**src/rtl/mips_pipe_pkg.sv**
```systemverilog
// Shared definitions for the MIPS32 five-stage pipeline control logic.
//   state_e        : hazard controller FSM encoding (also exported on the debug port)
//   REG_ZERO       : architectural $zero register index
//   OP_*           : primary opcodes relevant to operand usage
//   op_reads_rt()  : decoder helper that yields the id_uses_rt qualifier
package mips_pipe_pkg;

    typedef enum logic [1:0] {
        RUN      = 2'd0,
        LU_STALL = 2'd1,
        BR_FLUSH = 2'd2,
        MEM_WAIT = 2'd3
    } state_e;

    localparam logic [4:0] REG_ZERO = 5'd0;

    localparam logic [5:0] OP_RTYPE = 6'h00;
    localparam logic [5:0] OP_BEQ   = 6'h04;
    localparam logic [5:0] OP_LW    = 6'h23;
    localparam logic [5:0] OP_SW    = 6'h2B;

    // True when the instruction reads rt as a source operand. A load writes
    // rt and does not read it, so it is deliberately excluded.
    function automatic logic op_reads_rt(input logic [5:0] op);
        return (op == OP_RTYPE) || (op == OP_BEQ) || (op == OP_SW);
    endfunction

endpackage

```
**src/rtl/sat_counter.sv**
```systemverilog
// Saturating up-counter.
//   clk, rst_n : clock and asynchronous active-low reset
//   inc        : count one event this cycle
//   clr        : synchronous clear (wins over inc)
//   cnt        : current count, holds at all-ones instead of wrapping
module sat_counter #(
    parameter int W = 16
) (
    input  logic         clk,
    input  logic         rst_n,
    input  logic         inc,
    input  logic         clr,
    output logic [W-1:0] cnt
);

    logic [W-1:0] cnt_q;
    logic [W-1:0] cnt_d;

    always_comb begin
        cnt_d = cnt_q;
        if (clr) begin
            cnt_d = '0;
        end else if (inc && (cnt_q != {W{1'b1}})) begin
            cnt_d = cnt_q + 1'b1;
        end
    end

    always_ff @(posedge clk or negedge rst_n) begin
        if (!rst_n) begin
            cnt_q <= '0;
        end else begin
            cnt_q <= cnt_d;
        end
    end

    assign cnt = cnt_q;

endmodule

```
**src/rtl/pipeline_hazard_ctrl.sv**
```systemverilog
// Sequencing controller for the five-stage MIPS32 pipeline.
// Produces PC / pipeline-buffer enables and flushes for load-use stalls,
// branch-taken squashes (branch resolved in MEM) and data-memory wait states.
//   clk, reset                 : clock, asynchronous active-low reset
//   id_rs, id_rt, id_uses_rt   : source operands of the instruction in IF/ID
//   ex_mem_read, ex_rt         : load in ID/EX and its destination
//   mem_branch, mem_zero       : branch resolution in EX/MEM
//   mem_access, mem_ready      : data-memory handshake for the EX/MEM access
//   pc_en .. memwb_flush       : same-edge pipeline controls
//   state                      : FSM state (debug)
//   stall_cnt, flush_cnt       : saturating performance counters
//   err_timeout                : sticky memory-wait timeout
module pipeline_hazard_ctrl
    import mips_pipe_pkg::*;
#(
    parameter int CNT_W    = 16,
    parameter int WAIT_MAX = 15
) (
    input  logic             clk,
    input  logic             reset,
    input  logic [4:0]       id_rs,
    input  logic [4:0]       id_rt,
    input  logic             id_uses_rt,
    input  logic             ex_mem_read,
    input  logic [4:0]       ex_rt,
    input  logic             mem_branch,
    input  logic             mem_zero,
    input  logic             mem_access,
    input  logic             mem_ready,
    output logic             pc_en,
    output logic             ifid_en,
    output logic             ifid_flush,
    output logic             idex_en,
    output logic             idex_flush,
    output logic             exmem_en,
    output logic             exmem_flush,
    output logic             memwb_flush,
    output logic [1:0]       state,
    output logic [CNT_W-1:0] stall_cnt,
    output logic [CNT_W-1:0] flush_cnt,
    output logic             err_timeout
);

    localparam logic [7:0] WAIT_LIMIT = 8'(WAIT_MAX);

    state_e     state_q, state_d;
    logic [7:0] wait_cnt_q, wait_cnt_d;
    logic       err_q, err_d;

    logic wait_ev;
    logic taken;
    logic lu;

    // Priority decode: a memory wait freezes everything, and a taken branch
    // squashes the very instruction a load-use stall would have held.
    assign wait_ev = mem_access && !mem_ready;
    assign taken   = mem_branch && mem_zero && !wait_ev;
    assign lu      = ex_mem_read && (ex_rt != REG_ZERO)
                     && ((ex_rt == id_rs) || (id_uses_rt && (ex_rt == id_rt)))
                     && !wait_ev && !taken && (state_q != BR_FLUSH);

    // State register
    always_ff @(posedge clk or negedge reset) begin
        if (!reset) begin
            state_q    <= RUN;
            wait_cnt_q <= '0;
            err_q      <= 1'b0;
        end else begin
            state_q    <= state_d;
            wait_cnt_q <= wait_cnt_d;
            err_q      <= err_d;
        end
    end

    // Next-state logic
    always_comb begin
        state_d    = RUN;
        wait_cnt_d = '0;
        err_d      = err_q;
        if (wait_ev) begin
            state_d = MEM_WAIT;
            // Hold at the limit so a very long wait cannot wrap the counter.
            wait_cnt_d = (wait_cnt_q == WAIT_LIMIT) ? wait_cnt_q : wait_cnt_q + 8'd1;
            if (wait_cnt_d == WAIT_LIMIT) begin
                err_d = 1'b1;
            end
        end else if (taken) begin
            state_d = BR_FLUSH;
        end else if (lu) begin
            state_d = LU_STALL;
        end
    end

    // Output logic; reset overrides to a fully frozen, bubble-filled pipe.
    always_comb begin
        pc_en       = 1'b1;
        ifid_en     = 1'b1;
        ifid_flush  = 1'b0;
        idex_en     = 1'b1;
        idex_flush  = 1'b0;
        exmem_en    = 1'b1;
        exmem_flush = 1'b0;
        memwb_flush = 1'b0;
        if (!reset) begin
            pc_en       = 1'b0;
            ifid_en     = 1'b0;
            ifid_flush  = 1'b1;
            idex_en     = 1'b0;
            idex_flush  = 1'b1;
            exmem_en    = 1'b0;
            exmem_flush = 1'b1;
            memwb_flush = 1'b1;
        end else if (wait_ev) begin
            pc_en       = 1'b0;
            ifid_en     = 1'b0;
            idex_en     = 1'b0;
            exmem_en    = 1'b0;
            memwb_flush = 1'b1;
        end else if (taken) begin
            ifid_flush  = 1'b1;
            idex_flush  = 1'b1;
            exmem_flush = 1'b1;
        end else if (lu) begin
            pc_en      = 1'b0;
            ifid_en    = 1'b0;
            idex_flush = 1'b1;
        end
    end

    sat_counter #(.W(CNT_W)) u_stall_cnt (
        .clk   (clk),
        .rst_n (reset),
        .inc   (lu),
        .clr   (1'b0),
        .cnt   (stall_cnt)
    );

    sat_counter #(.W(CNT_W)) u_flush_cnt (
        .clk   (clk),
        .rst_n (reset),
        .inc   (taken),
        .clr   (1'b0),
        .cnt   (flush_cnt)
    );

    assign state       = state_q;
    assign err_timeout = err_q;

endmodule

```
**config.mk**
```make
export PLATFORM = sky130hd
export DESIGN_NAME = pipeline_hazard_ctrl
export DESIGN_NICKNAME = d
export VERILOG_FILES = /design/src/rtl/mips_pipe_pkg.sv /design/src/rtl/sat_counter.sv /design/src/rtl/pipeline_hazard_ctrl.sv
export SDC_FILE = /design/constraint.sdc
export NUM_CORES = 1
export LEC_CHECK = 0
export CAP_MARGIN = 10
export CORE_MARGIN = 2
export CORE_UTILIZATION = 43
export CTS_CLUSTER_DIAMETER = 80
export DETAILED_ROUTE_END_ITERATION = 12
export PLACE_DENSITY = 0.78
export REMOVE_ABC_BUFFERS = 1
export SLEW_MARGIN = 25
export SYNTH_ARGS = -nofsm -noshare
export SYNTH_HDL_FRONTEND = slang
export SYNTH_SLANG_ARGS = --single-unit
```
**constraint.sdc**
```tcl
create_clock -name clk -period 1.9 [get_ports clk]
set_input_delay 0.38 -clock clk [delete_from_list [all_inputs] [get_ports clk]]
set_output_delay 0.38 -clock clk [all_outputs]
set_load 0.1 [all_outputs]
```
# --- After elaboration in Yosys (flattened, before gate mapping) ---
# Index checks and enable logic that the tools add are counted.
op_classes:
  mux: 20
  reduce_logical: 17
  eq_ne: 7
  add_sub_neg: 3
op_table:
  columns: ["cell", "count"]
  rows:
  - ["$add A16 B1 Y16 const B", 2]
  - ["$ne A16 B16 Y1 const B", 2]
  - ["$eq A8 B4 Y1 const B", 2]
  - ["$mux W1", 16]
  - ["$mux W8", 2]
  - ["$logic_and A1 B1 Y1", 11]
  - ["$eq A5 B5 Y1", 2]
  - ["$add A8 B1 Y8 const B", 1]
  - ["$reduce_bool A5 Y1", 1]
  - ["$mux W2", 2]
  - ["$logic_not A1 Y1", 3]
  - ["$ne A2 B2 Y1 const B", 1]
  - ["$reduce_and A2 Y1", 1]
  - ["$logic_or A1 B1 Y1", 1]
word_totals:
  inputBits: 23
  register_bits: 43
  wordCells: 52
  output_inout_bits: 43

# --- Depth between registers and ports, before layout ---
logic_depth:
  depth_word: 11
  mapped_depth: 7
  mapped_depth_nobuf: 6

# --- Hierarchy ---
# Synthesis repeated with hierarchy kept, for this count alone.
hier_totals:
  cells_unflattened: 279
  hier_area_um2: 2642.5
by_module_without_submodules:
  columns: ["mod", "seq_area_each_um2", "area_per_inst_um2", "cells_each", "instances"]
  rows:
  - ["sat_counter", 400.4, 942.2, 98, 2]
  - ["pipeline_hazard_ctrl", 275.3, 758.2, 83, 1]

# --- Worst setup path after synthesis ---
# OpenSTA, ideal clock, no wires.
synth_path:
  kind: "input port to output port"
  startpoint: "in mem_ready"
  endpoint: "out pc_en"
  required_time_ns: 1.520
  stages: 5
  path_slack_ns: -2.747
  t_arrival_ns: 4.267
  path_buffers: 1
  path_cell_list: "nand2b_2 -> and2_1 -> inv_1 -> a21oi_1 -> buf_4"
synth_between:
  elab_chain_len: 11
  elab_cells_between_ends: 12
  classes_between: "mux: 4; reduce/logical: 8"
synth_rtl:
  columns: ["element", "line_no", "rtl"]
  rows:
  - ["start, declared", "pipeline_hazard_ctrl.sv:29", "input logic mem_ready,"]
  - ["$logic_not A1 Y1 (*)", "pipeline_hazard_ctrl.sv:56", "assign wait_ev = mem_access && !mem_ready;"]
  - ["$logic_and A1 B1 Y1 (*)", "pipeline_hazard_ctrl.sv:56", null]
  - ["$logic_not A1 Y1", "pipeline_hazard_ctrl.sv:57, pipeline_hazard_ctrl.sv:60", null]
  - ["$logic_and A1 B1 Y1", "pipeline_hazard_ctrl.sv:57", "assign taken = mem_branch && mem_zero && !wait_ev;"]
  - ["$logic_not A1 Y1", "pipeline_hazard_ctrl.sv:60", "&& !wait_ev && !taken && (state_q != BR_FLUSH);"]
  - ["$logic_and A1 B1 Y1 (2 in a row)", "pipeline_hazard_ctrl.sv:60", null]
  - ["$mux W1 (2 in a row)", null, null]
  - ["$mux W1 (*) (2 in a row)", null, null]
  - ["end, declared", "pipeline_hazard_ctrl.sv:30", "output logic pc_en,"]
# Mark *: on every way between the ends. The rest lies on a longest branch, timed or not.

# --- Final worst setup path ---
layout_path:
  startpoint: "in ex_rt[4]"
  endpoint: "out idex_flush"
layout_between:
  elab_chain_len: 11
  elab_cells_between_ends: 14
  classes_between: "eq/ne: 2; mux: 4; reduce/logical: 8"
layout_rtl:
  columns: ["element", "line_no", "rtl"]
  rows:
  - ["start, declared", "pipeline_hazard_ctrl.sv:25", "input logic [4:0] ex_rt,"]
  - ["$eq A5 B5 Y1", "pipeline_hazard_ctrl.sv:59", "&& ((ex_rt == id_rs) || (id_uses_rt && (ex_rt == id_rt)))"]
  - ["$logic_and A1 B1 Y1", "pipeline_hazard_ctrl.sv:59", null]
  - ["$logic_or A1 B1 Y1", "pipeline_hazard_ctrl.sv:59", null]
  - ["$logic_and A1 B1 Y1 (*)", "pipeline_hazard_ctrl.sv:59", null]
  - ["$logic_and A1 B1 Y1 (*) (3 in a row)", "pipeline_hazard_ctrl.sv:60", null]
  - ["$mux W1 (*)", "pipeline_hazard_ctrl.sv:123", "end else if (lu) begin"]
  - ["$mux W1 (*)", "pipeline_hazard_ctrl.sv:119", "end else if (taken) begin"]
  - ["$mux W1 (*)", "pipeline_hazard_ctrl.sv:113", "end else if (wait_ev) begin"]
  - ["$mux W1 (*)", "pipeline_hazard_ctrl.sv:104", "if (!reset) begin"]
  - ["end, declared", "pipeline_hazard_ctrl.sv:34", "output logic idex_flush,"]
# Marked as above.

==> flow_metrics.env <==
export IMPL_hold_class="input pin to async pin"
export IMPL_violations="setup timing"
export IMPL_worstPathCellList="buf_2 -> buf_4 -> xnor2_2 -> nand4_1 -> o22ai_4 -> nand2_2 -> nand3_4 -> buf_12"
export IMPL_cts_hold_buf=0
export IMPL_synth_warnings=0
export IMPL_startpoint="ex_rt[4]"
export IMPL_crit_type="input pin to output pin"
export IMPL_ios=66
export IMPL_synth_common_cells="dfrtp_1 (43), xnor2_1 (38), nand3_1 (21)"
export IMPL_io_buffer_count=65
export IMPL_outcome="finished, violations left"
export IMPL_cts_tree="built"
export IMPL_vias=2317
export IMPL_remaining_drc_errors=0
export IMPL_nets=374
export IMPL_leakage_nw=1.780
export IMPL_dieArea_um2=6068
export IMPL_fmax_mhz=486.3
export IMPL_drt_iter0_drc=157
export IMPL_fp_dieH_um=77.90
export IMPL_slowest_delay_ps=270
export IMPL_dpl_hpwl_um=4568
export IMPL_cts_buffers=5
export IMPL_routed_wirelength_um=7178
export IMPL_fin_skew_ps=4.595
export IMPL_tns_ps=-450.6
export IMPL_cts_max_level=2
export IMPL_cts_clk_slew_worst_paths_ps=80
export IMPL_die_w_um=77.90
export IMPL_post_route_util_pct=77.76
export IMPL_n_antenna_cell=0
export IMPL_viasPerCell=5.556
export IMPL_synthDistinctLibCells=39
export IMPL_power_w=0.003088
export IMPL_post_synth_top_count_cell="dfrtp_1"
export IMPL_seq_area_frac_synth_pct=45.82
export IMPL_dp_slack_ps=-613.4
export IMPL_slew_viol_final=0
export IMPL_insertion_delay_ps=290
export IMPL_synth_edff_count=0
export IMPL_ys_flop_type="dfrtp_1"
export IMPL_p_per_area_nw_per_um2=763.0
export IMPL_crit_family="simple AND/OR/NAND/NOR gates"
export IMPL_synth_area_um2=2349
export IMPL_worst_pin_slew_ps=546.3
export IMPL_drt_pass1_iterations=4
export IMPL_antenna_found_initial=0
export IMPL_wl_per_cell_um=17.21
export IMPL_row_count=26
export IMPL_syn_area_per_cell_um2=10.17
export IMPL_cp_data_required_time_ps=1520
export IMPL_hold_viol=0
export IMPL_ys_top_cells_by_area="dfrtp_1 (46%), xnor2_1 (14%), nand4_1 (5.1%)"
export IMPL_clockRootBuffer="clkbuf_8"
export IMPL_start_kind="input pin"
export IMPL_clockBufferDepth=2
export IMPL_grt_total_usage_pct=22.81
export IMPL_ir_drop_mv=1.081
export IMPL_grt_pass1_vias=2294
export IMPL_initial_core_util_pct=45.12
export IMPL_drive_above_1_share_pct=40.63
export IMPL_synth_top_cell_by_area="dfrtp_1"
export IMPL_critPathCaptureType="output pin"
export IMPL_r2r_setup_slack_ps=120
export IMPL_crit_fanout=5
export IMPL_stdcell_count=417
export IMPL_coreArea_um2=5205
export IMPL_crit_buf_inv=3
export IMPL_place_congestion=0.9136
export IMPL_crit_end="idex_flush"
export IMPL_overflow=0
export IMPL_maxSlewHeadroom_pct=63.58
export IMPL_synth_cells=231
export IMPL_grt_max_degree=44
export IMPL_r2r_end="u_stall_cnt.cnt[15]"
export IMPL_cp_slowest_cell="o22ai_4"
export IMPL_dpl_cell_count=401
export IMPL_reg2reg_from="u_stall_cnt.cnt[1]"
export IMPL_fin_ws_ps=-156.4
export IMPL_fin_crit_ps=2056
export IMPL_netlist_area_leader_share_pct=45.82
export IMPL_fin_crit_sh_pct=108.2
export IMPL_postSynth_asyncResetShare_pct=100.0
export IMPL_cp_depth=8
export IMPL_grt_pass1_wl_um=10930
export IMPL_ys_seq_elements=43
export IMPL_syn_to_final_growth_pct=72.35
export IMPL_maxCapViolations=0
export IMPL_finalSetupViolCount=3
export IMPL_cts_num_sinks=43
export IMPL_r2r_cells=7
export IMPL_cp_data_arrival_time_ps=1680
export IMPL_drtAntennaViolNets=0
export IMPL_rsz0062_at_grt="true"
==> sequential cells by signal, indices dropped and copies added (netlist names) <==
| signal | cells |
|---|---|
| state | 2 |
| err_timeout | 1 |
| u_flush_cnt.cnt | 16 |
| u_stall_cnt.cnt | 16 |
| wait_cnt_q | 8 |
==> repair_timing <==
item                                    CTS  global route
resized for setup                        52            19
pin swaps                                24            14
endpoints found under the setup margin   10            18
buffers inserted                          7             3
==> layout make-up <==
| cell class | instances | area (um^2) |
|---|---|---|
| tap | 70 | 87.58 |
| fill | 300 | 1157 |
| multi-input combinational | 176 | 1323 |
| timing repair buffer | 119 | 1478 |
| clock buffer | 6 | 72.57 |
| inverter | 3 | 11.26 |
| sequential | 43 | 1076 |
==> power breakdown <==
group          switching, W  internal, W  total, W
Sequential        0.0000586     0.000989   0.00105
Combinational      0.000928     0.000578   0.00151
Clock              0.000289     0.000245  0.000534
==> layer usage <==
| metal | vias to the layer above | GRT usage, % | part of all wire [%] |
|---|---|---|---|
| met5 | - | 0 | 0 |
| met4 | 0 | 7.193 | 2.1 |
| li1 | 1055 | - | - |
| met2 | 106 | 39.66 | 53 |
| met1 | 1144 | 27.87 | 38 |
| met3 | 12 | 5.465 | 6.6 |
==> logic make-up after synthesis <==
| kind of cell | count (synthesis) | synth area share, % |
|---|---|---|
| AND/OR/NAND/NOR | 109 | 26.00 |
| XOR/XNOR | 44 | 16.41 |
| flip-flops | 43 | 45.82 |
| AO/OA/AOI/OAI | 16 | 4.901 |
| buffers and inverters | 12 | 3.409 |
| multiplexers | 4 | 1.865 |
| adder cells (fa/ha/maj) | 3 | 1.598 |
==> worst reg2reg max path, delay by kind of cell (launching register included) <==
| family | cells | cell delay, ps |
|---|---|---|
| and+or+nand+nor | 4 | 810 |
| xor gates and xnor gates | 1 | 130 |
| DFF | 1 | 370 |
| buffers and inverters | 1 | 190 |
| adders and majority gates | 1 | 190 |
==> placed cells by master, fill, tap and decap left out, drive strengths merged, types with 4 or more instances in the layout <==
master	n
clkdlybuf4s15	4
xor2	6
o21ai	4
and4	6
buf	102
nand3	21
and2	4
xnor2	38
clkbuf	6
a21oi	5
nor2	16
dlygate4sd2	10
nor3	7
dfrtp	43
nand4	19
nand2	15
and3	10
==> per-stage QoR <==
| stage | area, um^2 | hold slack (ps) |
|---|---|---|
| CTS | 3940 | 295.6 |
| floorplan | 2280 | 84.41 |
| detailed placement | 3761 | 521.9 |
| global route | 4048 | 365.3 |
| global placement | 3761 | 512.9 |
| finish | 4048 | 324.5 |
==> worst min-delay path by stage <==
stage | startpoint | end | slack, ps | depth (start not counted)
6_report | reset | u_stall_cnt.cnt[8] | 320 | 2
3_5_place_dp | err_timeout | err_timeout | 520 | 1
2_1_floorplan | reset | err_timeout | 80 | 0
5_1_grt | reset | u_stall_cnt.cnt[8] | 370 | 2
3_3_place_gp | err_timeout | err_timeout | 510 | 1
4_1_cts | reset | state[0] | 300 | 2
Note: power is estimated with default switching activity, not from simulation.
